==> src/rtl/rx_phase_align.sv <==
// Symbol-timing recovery by energy search: picks the oversampling phase with the
// largest |sample| energy per window and slices the sign of that phase into bits.
module rx_phase_align #(
  parameter int NB_DATA   = 8,
  parameter int OS        = 4,
  parameter int WIN_LOG2  = 6,
  parameter int LOCK_WINS = 2
) (
  input  logic                      clock,
  input  logic                      i_reset,
  input  logic                      i_enable,
  input  logic                      i_valid,
  input  logic signed [NB_DATA-1:0] i_data,
  input  logic                      i_mode,
  input  logic [$clog2(OS)-1:0]     i_manual_phase,
  input  logic                      i_restart,
  output logic                      o_bit,
  output logic                      o_bit_valid,
  output logic [$clog2(OS)-1:0]     o_phase,
  output logic                      o_locked
);

  localparam int PW = $clog2(OS);
  localparam int EW = NB_DATA + WIN_LOG2;
  localparam int SW = $clog2(LOCK_WINS + 1);

  typedef enum logic [1:0] {IDLE, ACQ, TRACK} state_t;

  state_t                state_q, state_d;
  logic [PW-1:0]         phase_cnt_q, phase_cnt_d;
  logic [WIN_LOG2-1:0]   sym_cnt_q, sym_cnt_d;
  logic [EW-1:0]         energy_q [OS];
  logic [EW-1:0]         energy_d [OS];
  logic                  have_hist_q, have_hist_d;
  logic [PW-1:0]         last_best_q, last_best_d;
  logic [SW-1:0]         stable_cnt_q, stable_cnt_d;
  logic [PW-1:0]         phase_q, phase_d;
  logic                  locked_q, locked_d;
  logic                  bit_q, bit_d;
  logic                  bit_valid_q, bit_valid_d;
  logic                  strobe_done_q, strobe_done_d;

  logic                  smp, wrap, win_end, strobe, same_best;
  logic signed [NB_DATA:0] data_ext;
  logic [NB_DATA:0]      mag;
  logic [PW-1:0]         best;
  logic [EW-1:0]         best_e;

  // Strict '>' keeps the lowest index on ties.
  always_comb begin
    best   = '0;
    best_e = energy_q[0];
    for (int p = 1; p < OS; p++) begin
      if (energy_q[p] > best_e) begin
        best   = PW'(p);
        best_e = energy_q[p];
      end
    end
  end

  always_comb begin
    state_d       = state_q;
    phase_cnt_d   = phase_cnt_q;
    sym_cnt_d     = sym_cnt_q;
    energy_d      = energy_q;
    have_hist_d   = have_hist_q;
    last_best_d   = last_best_q;
    stable_cnt_d  = stable_cnt_q;
    phase_d       = phase_q;
    locked_d      = locked_q;
    bit_d         = bit_q;
    bit_valid_d   = 1'b0;
    strobe_done_d = strobe_done_q;

    data_ext  = {i_data[NB_DATA-1], i_data};
    mag       = data_ext[NB_DATA] ? -data_ext : data_ext;
    smp       = i_enable & i_valid;
    wrap      = smp && (phase_cnt_q == PW'(OS - 1));
    win_end   = wrap && (sym_cnt_q == '1);
    strobe    = smp && (phase_cnt_q == phase_q) && !strobe_done_q;
    same_best = have_hist_q && (best == last_best_q);

    if (smp) begin
      phase_cnt_d = wrap ? '0 : phase_cnt_q + PW'(1);
      if (wrap) sym_cnt_d = sym_cnt_q + WIN_LOG2'(1);
      // The sample of the window-end cycle already belongs to the next window.
      if (win_end) begin
        for (int p = 0; p < OS; p++) energy_d[p] = '0;
      end
      energy_d[phase_cnt_q] = energy_d[phase_cnt_q] + EW'(mag);
      if (strobe) begin
        bit_valid_d = 1'b1;
        bit_d       = i_data[NB_DATA-1];
      end
      strobe_done_d = wrap ? 1'b0 : (strobe_done_q | strobe);
      if (state_q == IDLE) state_d = ACQ;
      if (win_end) begin
        stable_cnt_d = !same_best ? SW'(1) :
                       (stable_cnt_q < SW'(LOCK_WINS)) ? stable_cnt_q + SW'(1) : stable_cnt_q;
        have_hist_d  = 1'b1;
        last_best_d  = best;
        if (!i_mode) phase_d = best;
        case (state_q)
          ACQ:     if (stable_cnt_d >= SW'(LOCK_WINS)) state_d = TRACK;
          TRACK:   if (!same_best) state_d = ACQ;
          default: ;
        endcase
      end
    end

    if (i_enable) begin
      if (i_mode) phase_d = i_manual_phase;
      locked_d = i_mode || (state_d == TRACK);
    end

    if (i_restart) begin
      state_d       = ACQ;
      phase_cnt_d   = '0;
      sym_cnt_d     = '0;
      for (int p = 0; p < OS; p++) energy_d[p] = '0;
      have_hist_d   = 1'b0;
      last_best_d   = '0;
      stable_cnt_d  = '0;
      phase_d       = phase_q;
      locked_d      = 1'b0;
      bit_valid_d   = 1'b0;
      strobe_done_d = 1'b0;
    end
  end

  always_ff @(posedge clock) begin
    if (i_reset) begin
      state_q       <= IDLE;
      phase_cnt_q   <= '0;
      sym_cnt_q     <= '0;
      for (int p = 0; p < OS; p++) energy_q[p] <= '0;
      have_hist_q   <= 1'b0;
      last_best_q   <= '0;
      stable_cnt_q  <= '0;
      phase_q       <= '0;
      locked_q      <= 1'b0;
      bit_q         <= 1'b0;
      bit_valid_q   <= 1'b0;
      strobe_done_q <= 1'b0;
    end else begin
      state_q       <= state_d;
      phase_cnt_q   <= phase_cnt_d;
      sym_cnt_q     <= sym_cnt_d;
      for (int p = 0; p < OS; p++) energy_q[p] <= energy_d[p];
      have_hist_q   <= have_hist_d;
      last_best_q   <= last_best_d;
      stable_cnt_q  <= stable_cnt_d;
      phase_q       <= phase_d;
      locked_q      <= locked_d;
      bit_q         <= bit_d;
      bit_valid_q   <= bit_valid_d;
      strobe_done_q <= strobe_done_d;
    end
  end

  assign o_bit       = bit_q;
  assign o_bit_valid = bit_valid_q;
  assign o_phase     = phase_q;
  assign o_locked    = locked_q;

endmodule

==> config.mk <==
export PLATFORM = sky130hd
export DESIGN_NAME = rx_phase_align
export DESIGN_NICKNAME = d
export VERILOG_FILES = /design/src/rtl/rx_phase_align.sv
export SDC_FILE = /design/constraint.sdc
export NUM_CORES = 1
export LEC_CHECK = 0
export CAP_MARGIN = 20
export CORE_MARGIN = 1
export CORE_UTILIZATION = 60
export DETAILED_ROUTE_END_ITERATION = 8
export HOLD_SLACK_MARGIN = 0.05
export PLACE_DENSITY = 0.89
export SYNTH_ARGS = -nofsm -noshare
export SYNTH_HDL_FRONTEND = slang
export SYNTH_SLANG_ARGS = --single-unit
==> constraint.sdc <==
create_clock -name clock -period 10.9 [get_ports clock]
set_input_delay 2.18 -clock clock [delete_from_list [all_inputs] [get_ports clock]]
set_output_delay 2.18 -clock clock [all_outputs]
set_load 0.02 [all_outputs]
After elaboration in Yosys (flattened, before gate mapping)
Cells that the tools add are included.
{ "totals": {"reg_bits": 77, "inputBits": 16, "wordCells": 84, "out_inout_bits": 5} }
{ "op_classes": {"n_reduce_logical": 14, "mux": 31, "n_eq_ne": 7, "bitwise_logic": 4, "addsub": 5, "n_lt_le_gt_ge": 7} }
{ "ops": {"columns": ["op", "count"], "rows": [
  ["$mux 56", 2],
  ["$mux 14", 5],
  ["$bwmux 56", 1],
  ["$gt 14x14->1", 3],
  ["$mux 2", 15],
  ["$bmux 14 s2", 1],
  ["$demux 14 s2", 1],
  ["$add 14x9->14", 1],
  ["$mux 9", 1],
  ["$neg 8->9", 1],
  ["$add 6x1->6 const B", 1],
  ["$eq 2x2->1 const B", 3],
  ["$eq 6x6->1 const B", 1],
  ["$logic_and 1x1->1", 6],
  ["$reduce_and 2->1", 3],
  ["$add 2x1->2 const B", 2],
  ["$eq 2x2->1", 2],
  ["$mux 1", 4],
  ["$pmux 2 s2", 1],
  ["$ge 3x3->1 const B", 1],
  ["$lt 3x1->1 const B", 1],
  ["$not 2->3", 1],
  ["$reduce_or 3->1", 1],
  ["$eq 2x1->1 const B", 1],
  ["9 further kinds", 9]
]} }

Longest topological paths before layout
{ "logic_depth": {"ltp_word": 16, "depth_mapped": 28, "depth_no_buf": 25} }

Least setup slack after synthesis
OpenSTA, ideal clock, no wires.
{ "synth_timing": {"kind": "register to register", "from": "register energy_q[55] (netlist name)", "to": "register stable_cnt_q[1]", "stages_incl_launch_ff": 27, "path_buffers": 3, "setup_time_ns": 0.070, "required_ns": 10.830, "arrival_time_ns": 5.362, "period_less_slack_ns": 5.433, "slack_ns": 5.467, "path_cell_list": "dfxtp_1 inv_1 ha_1 nand2_1 nor4_1 o31ai_1 a22oi_1 buf_2 buf_2 a21oi_1 ha_1 nor2b_1 o211ai_1 a211o_1 a21oi_4 buf_2 mux2_2 ha_1 a211oi_1 nor2_1 nor2_1 nor4b_4 o211a_2 o211ai_1 and2_1 or3_1 a21oi_1"} }
{ "synth_via": {"elab_chain_cells": 9, "word_cells_on_any_way": 11, "classes_between": "order compare: 3; eq/ne: 1; mux: 6; reduce/logical: 1"} }
{ "synth_rtl": {"columns": ["element", "line_no", "source"], "rows": [
  ["start: declaration", "32", "logic [EW-1:0] energy_q [OS];"],
  ["$gt 14x14->1", "54", "if (energy_q[p] > best_e) begin"],
  ["$mux 14", "54", null],
  ["$gt 14x14->1", "54", null],
  ["$mux 14", "54", null],
  ["$gt 14x14->1", "54", null],
  ["$mux 2 *", "54", null],
  ["$eq 2x2->1 *", "81", "same_best = have_hist_q && (best == last_best_q);"],
  ["$logic_and 1x1->1 *", "81", null],
  ["$mux 2 *", "98", "stable_cnt_d = !same_best ? SW'(1) :"],
  ["end signal: assignment", "152", "stable_cnt_q <= stable_cnt_d;"],
  ["end: declaration", "36", "logic [SW-1:0] stable_cnt_q, stable_cnt_d;"]
]} }
Mark *: on every way between the ends. The rest lies on a longest branch, timed or not.
A chain may end at the register's enable or synchronous reset.

Final worst setup path
Ends and elaborated chain as after synthesis.

==> out/metrics.cfg <==
[synth]
ys.flop_type=dfxtp_1
synth_cell_types=64
synth-xor-area-share=0.0368
ys_async_sr_fraction=0
syn-num-nets=724
netlist_area_sq_mm=0.00547
avgSynthCellArea_sq_um=8.48
yosysSeqAreaShare=0.282
synth_edf_count=0
ys_ff_latch=77
synth_compound_area_frac=0.193
yosys_warnings=0
synth_cells=645
synthMuxAreaShare=0.0901
synth_top_family_by_area=simple AND/OR/NAND/NOR gates
synth_fa_ha_area_frac=0.145
synth-simple-area-share=0.196

[worst_setup_path]
cp-start-kind=flip-flop
cp.required_ps=11180
cp.arrival_ps=7220
crit_type=reg2reg
crit_path_max_fanout=24
slowest_delay_ps=620
crit_chain=inv_1 -> ha_1 -> nand2_1 -> nor4_1 -> o31ai_1 -> a22oi_2 -> buf_4 -> a21oi_1 -> ha_1 -> o211ai_1 -> a211o_1 -> a21oi_4 -> mux2_2 -> ha_1 -> a211oi_1 -> nor2_1 -> nor2_1 -> nor4b_4 -> o211a_2 -> o211ai_1 -> and2_1 -> or3_1 -> a21oi_1
cp-end-kind=flip-flop
crit_path_top_delay_cell=nor4_1
cpMostUsedCell=ha_1

[power_and_ir_drop]
finalPower_w=0.000657
peakVddDrop_v=0.000105
leakage_nw=2.25
powerDensity_mw_per_mm2=110

[sta]
rsz0062_at_grt=no
hold_viol=0
final-max-slew-violation-count=0
setup_tns_ps=0
setup_viol=0
period_minus_slack_ps=6940
finalCritPeriodShare=0.637
final.setup_skew_ps=12.2
fmax_mhz=144
worst_pin_slew_ps=1000
slew_headroom=0.330

[detailed_routing]
vias=5113
drtIter0Drc=449
route.detailed.drc=0
wirelength_um=14600
ant_nets=0
vias_per_cell=6.72
drt_first_pass_iters=6
drt-wirelength-per-cell_um=19.1

[grt]
grt_antenna_before_repair=0
grt_max_degree=52
grt_pass1_vias=5150
grt_pass1_wl_um=24100
gr-total-overflow=0
grt_usage=0.318

[placement]
portBuffers=20
hpwl_um=10700
place.gp.congestion=0.927

[clock_tree]
numCtsBuffers=9
htree_levels=3
numClockSinks=77
clockBufferDepth=2
ctsHoldBuffers=0
cts.root.buffer_cell=clkbuf_8
clk_latency_ps=360
cts_tree=yes
ctsResizeCount=0
cts_setup_buffers=0
clk_pin_slew_ps=80

[floorplan]
ios=21
core-area_sq_mm=0.00876
num_rows=34
die_h_um=97.5
initial_utilization=0.624
die_w_um=97.5
die_area_sq_mm=0.00950

[finish]
drive_gt1_frac=0.0919
n_antenna_cell=0
fill_cells=662
synthToLayoutAreaGrowth_pct=8.78
nets=728

[worst_hold_path]
hold_class=reg2reg

[run_status]
outcome=completed

[job]
cap_violations=0

worst paths after layout:
| path | startpoint | endpoint | slack, ps | cells past startpoint |
|---|---|---|---|---|
| worst max register to register | energy_q[55] | stable_cnt_q[1] | 3960 | 23 |
| worst min-delay path | stable_cnt_q[1] | stable_cnt_q[1] | 470 | 2 |
| worst min register to register | stable_cnt_q[1] | stable_cnt_q[1] | 470 | 2 |
| worst max-delay path | energy_q[55] | stable_cnt_q[1] | 3960 | 23 |
worst max-delay path: cells and delay by family (launching register included):
family / cells / cell delay [ps]
adder cells (fa/ha/maj): 3 / 940
AO/OA/AOI/OAI: 10 / 2570
multiplexers: 1 / 410
buffers and inverters: 2 / 450
AND/OR/NAND/NOR: 7 / 2080
flip-flops: 1 / 380
kinds of logic after synthesis:
family                   after synthesis
AND/OR/NAND/NOR                      219
AO/OA/AOI/OAI                        153
buffers and inverters                 79
flip-flops                            77
adder cells (fa/ha/maj)               63
multiplexers                          30
XOR/XNOR                              23
other                                  1
per-layer routing:
metal	vias up	global-route usage	share of wire
met3	72	0.0554	0.095
li1	2329	-	-
met1	2431	0.363	0.36
met5	-	0	0
met4	0	0.221	0.056
met2	281	0.539	0.48
synthesized netlist by cell type, drive strengths merged, types with 12 or more instances:
master | number | share of area
a21oi | 49 | 0.047
a22oi | 16 | 0.022
and2 | 17 | 0.019
buf | 12 | 0.010
clkbuf | 19 | 0.013
dfxtp | 77 | 0.28
ha | 62 | 0.14
inv | 48 | 0.033
mux2 | 14 | 0.029
mux4 | 14 | 0.058
nand2 | 49 | 0.034
nand4 | 13 | 0.018
nor2 | 87 | 0.060
o21ai | 21 | 0.020
xnor2 | 15 | 0.024
cell type report:
type / count / area (sq um) / share of cell area
inverters: 48 / 180 / 0.0303
clock buffers: 9 / 124 / 0.0208
repair buffers: 24 / 230 / 0.0387
clock inverters: 6 / 113 / 0.0189
multi-input cells: 489 / 3630 / 0.610
flip-flops and latches: 77 / 1540 / 0.259
well taps: 108 / 135 / 0.0227
power by group:
part | leakage (nW) | internal [W] | switching (W)
Sequential | 0.621 | 0.000283 | 0.00000183
Combinational | 1.51 | 0.0000426 | 0.0000670
Clock | 0.119 | 0.000151 | 0.000111
Total | 2.25 | 0.000477 | 0.000179
metrics by stage:
| stage | util | cell area, sq um | hold slack, ps | std cells | setup WS [ps] |
|---|---|---|---|---|---|
| 2_1_floorplan | - | 5470 | 432 | 645 | 5470 |
| 6_report | 0.679 | 5950 | 472 | 761 | 3960 |
| 3_3_place_gp | 0.652 | 5710 | 447 | 746 | 4200 |
| 5_1_grt | 0.679 | 5950 | 503 | 761 | 3650 |
| 4_1_cts | 0.679 | 5950 | 474 | 761 | 4130 |
| 3_5_place_dp | 0.652 | 5710 | 459 | 746 | 4030 |
placed cells by master, fill, tap and decap left out, types with 3 or more instances in the layout:
cell,n
clkbuf_8,9
xor2_1,8
nand3_1,10
or4_1,3
mux2_2,13
a211oi_1,10
a21oi_1,48
a22o_1,9
o21ai_0,15
bufinv_16,3
a32oi_1,6
dfxtp_1,77
a22oi_1,15
or3_1,4
ha_1,62
and4_1,3
nor2_1,87
o21ai_1,5
a31oi_1,3
xnor2_1,15
nor2b_1,4
mux4_2,14
nor4_1,3
and3_1,3
o211ai_1,4
and2_1,17
a32o_1,9
inv_1,47
nor3_1,9
a21boi_1,5
nand2b_1,5
nand2_1,49
clkdlybuf4s50_1,20
buf_4,4
nand4_1,12
registers in the layout, indices dropped and copies added, names as in the netlist:
| name | flops |
|---|---|
| energy_q | 56 |
| have_hist_q | 1 |
| last_best_q | 2 |
| o_bit | 1 |
| o_bit_valid | 1 |
| o_locked | 1 |
| o_phase | 2 |
| phase_cnt_q | 2 |
| stable_cnt_q | 2 |
| state_q | 2 |
| strobe_done_q | 1 |
| sym_cnt_q | 6 |
Note: power is estimated with default switching activity, not from simulation.
==> RTL change (config.mk and constraints unchanged) <==
Make the reset (`i_reset`) asynchronous in one clocked block.
--- a/src/rtl/rx_phase_align.sv
+++ b/src/rtl/rx_phase_align.sv
@@ -128,7 +128,7 @@
     end
   end
 
-  always_ff @(posedge clock) begin
+  always_ff @(posedge clock or posedge i_reset) begin
     if (i_reset) begin
       state_q       <= IDLE;
       phase_cnt_q   <= '0;
Behaviour: differs if i_reset is asserted again (counterexample within 4 cycles, from zero or initial values and one cycle with i_reset high); with i_reset held inactive, the same outputs for 10 cycles.
==> RTL change against the original RTL <==
Design area rose by 6.3%. Non-clock buffer count grew 2. Count of clock-buffer cells in the layout up 1. Cell count increased by 2.9%. Routed wire length up 13%. Synthesized area rose by 6.8%. Setup slack got worse by 0.20 ns. Maximum frequency down 2.8%. Sequential cell count unchanged. Hold slack improved by 0.0020 ns.
Power is not compared: it rests on default switching activity, and its combinational part moved more than twofold at a synthesized area within 25%.
==> RTL change: results (changes against the original RTL) <==
\begin{tabular}{lr}
\hline
Metric & Value \\
\hline
\multicolumn{2}{l}{\textbf{Global routing}} \\
\quad Met3 Resource Use GR & 6.657\% (+1.1 points) \\
\quad Maximum number of pins on one net before global-route repair & 78 (+50\%) \\
\quad Fraction of met2 tracks used by global routing & 55.43\% (+1.5 points) \\
\quad GRT met1 Usage & 46.96\% (+11 points) \\
\multicolumn{2}{l}{\textbf{Cells and area}} \\
\quad Flip-flop and latch count & 77 (unchanged) \\
\quad Fraction of final layout cells sized beyond drive strength 1 & 9.327\% (+0.14 points) \\
\quad Final clock-cell share & 3.402\% (-0.57 points) \\
\quad Multi-Input Combinational & 501 (+2.5\%) \\
\quad Multi-input gate share of the layout cell area & 57.77\% (-3.2 points) \\
\quad Register Area & 0.001927 sq mm (+25\%) \\
\multicolumn{2}{l}{\textbf{Route}} \\
\quad DRC marker count from the first detailed-route iteration & 602 (+34\%) \\
\quad Sum of met2 wire segment lengths after detailed routing & 7445 microns (+5.6\%) \\
\quad Routed wire per std cell & 21.09 microns (+10\%) \\
\multicolumn{2}{l}{\textbf{Worst setup path}} \\
\quad Arrival time of the worst setup path & 7.37 ns (+0.15 ns) \\
\quad Top fanout value on the critical path & 25 (+4.2\%) \\
\quad Largest stage delay on the critical path & 0.96 ns (+0.34 ns) \\
\quad Worst Path Class, Setup & in -> reg \\
\multicolumn{2}{l}{\textbf{Run status}} \\
\quad Run status & finished clean \\
\multicolumn{2}{l}{\textbf{Yosys}} \\
\quad Number of unique standard cell types used by synthesis & 74 (+16\%) \\
\quad Synthesized netlist net count & 722 (-0.28\%) \\
\quad Xor and xnor area share after synthesis & 3.147\% (-0.54 points) \\
\quad Mapped Area & 0.005844 sq mm (+6.8\%) \\
\quad Area share of fa/ha/maj cells after synthesis & 13.62\% (-0.93 points) \\
\multicolumn{2}{l}{\textbf{STA}} \\
\quad Worst-case clock skew & 0.005798 ns (-0.006393 ns) \\
\multicolumn{2}{l}{\textbf{Place}} \\
\quad Instance area after placement & 0.006111 sq mm (+6.9\%) \\
\hline
\end{tabular}
-- RTL change: metrics by stage --
| stage | instances | setup WS [ns] | hold slack [ns] |
|---|---|---|---|
| 3_3_place_gp | 767 | 3.797 | 0.4486 |
| 3_5_place_dp | 767 | 3.625 | 0.4591 |
| 4_1_cts | 783 | 3.973 | 0.4742 |
| 6_report | 783 | 3.756 | 0.4738 |
| 5_1_grt | 783 | 3.545 | 0.5013 |
| 2_1_floorplan | 643 | 5.206 | 0.4341 |
-- RTL change: path summary, 6_finish.rpt --
kind	from	end	slack, ns	cells after the start
max reg2reg	energy_q[46]	o_locked	3.82	24
max	i_enable	energy_q[41]	3.76	15
max in group asynchronous	i_reset	energy_q[32]	7.82	3
min	strobe_done_q	o_bit_valid	0.47	1
min reg2reg	strobe_done_q	o_bit_valid	0.47	1
min in group asynchronous	i_reset	o_bit	2.43	3
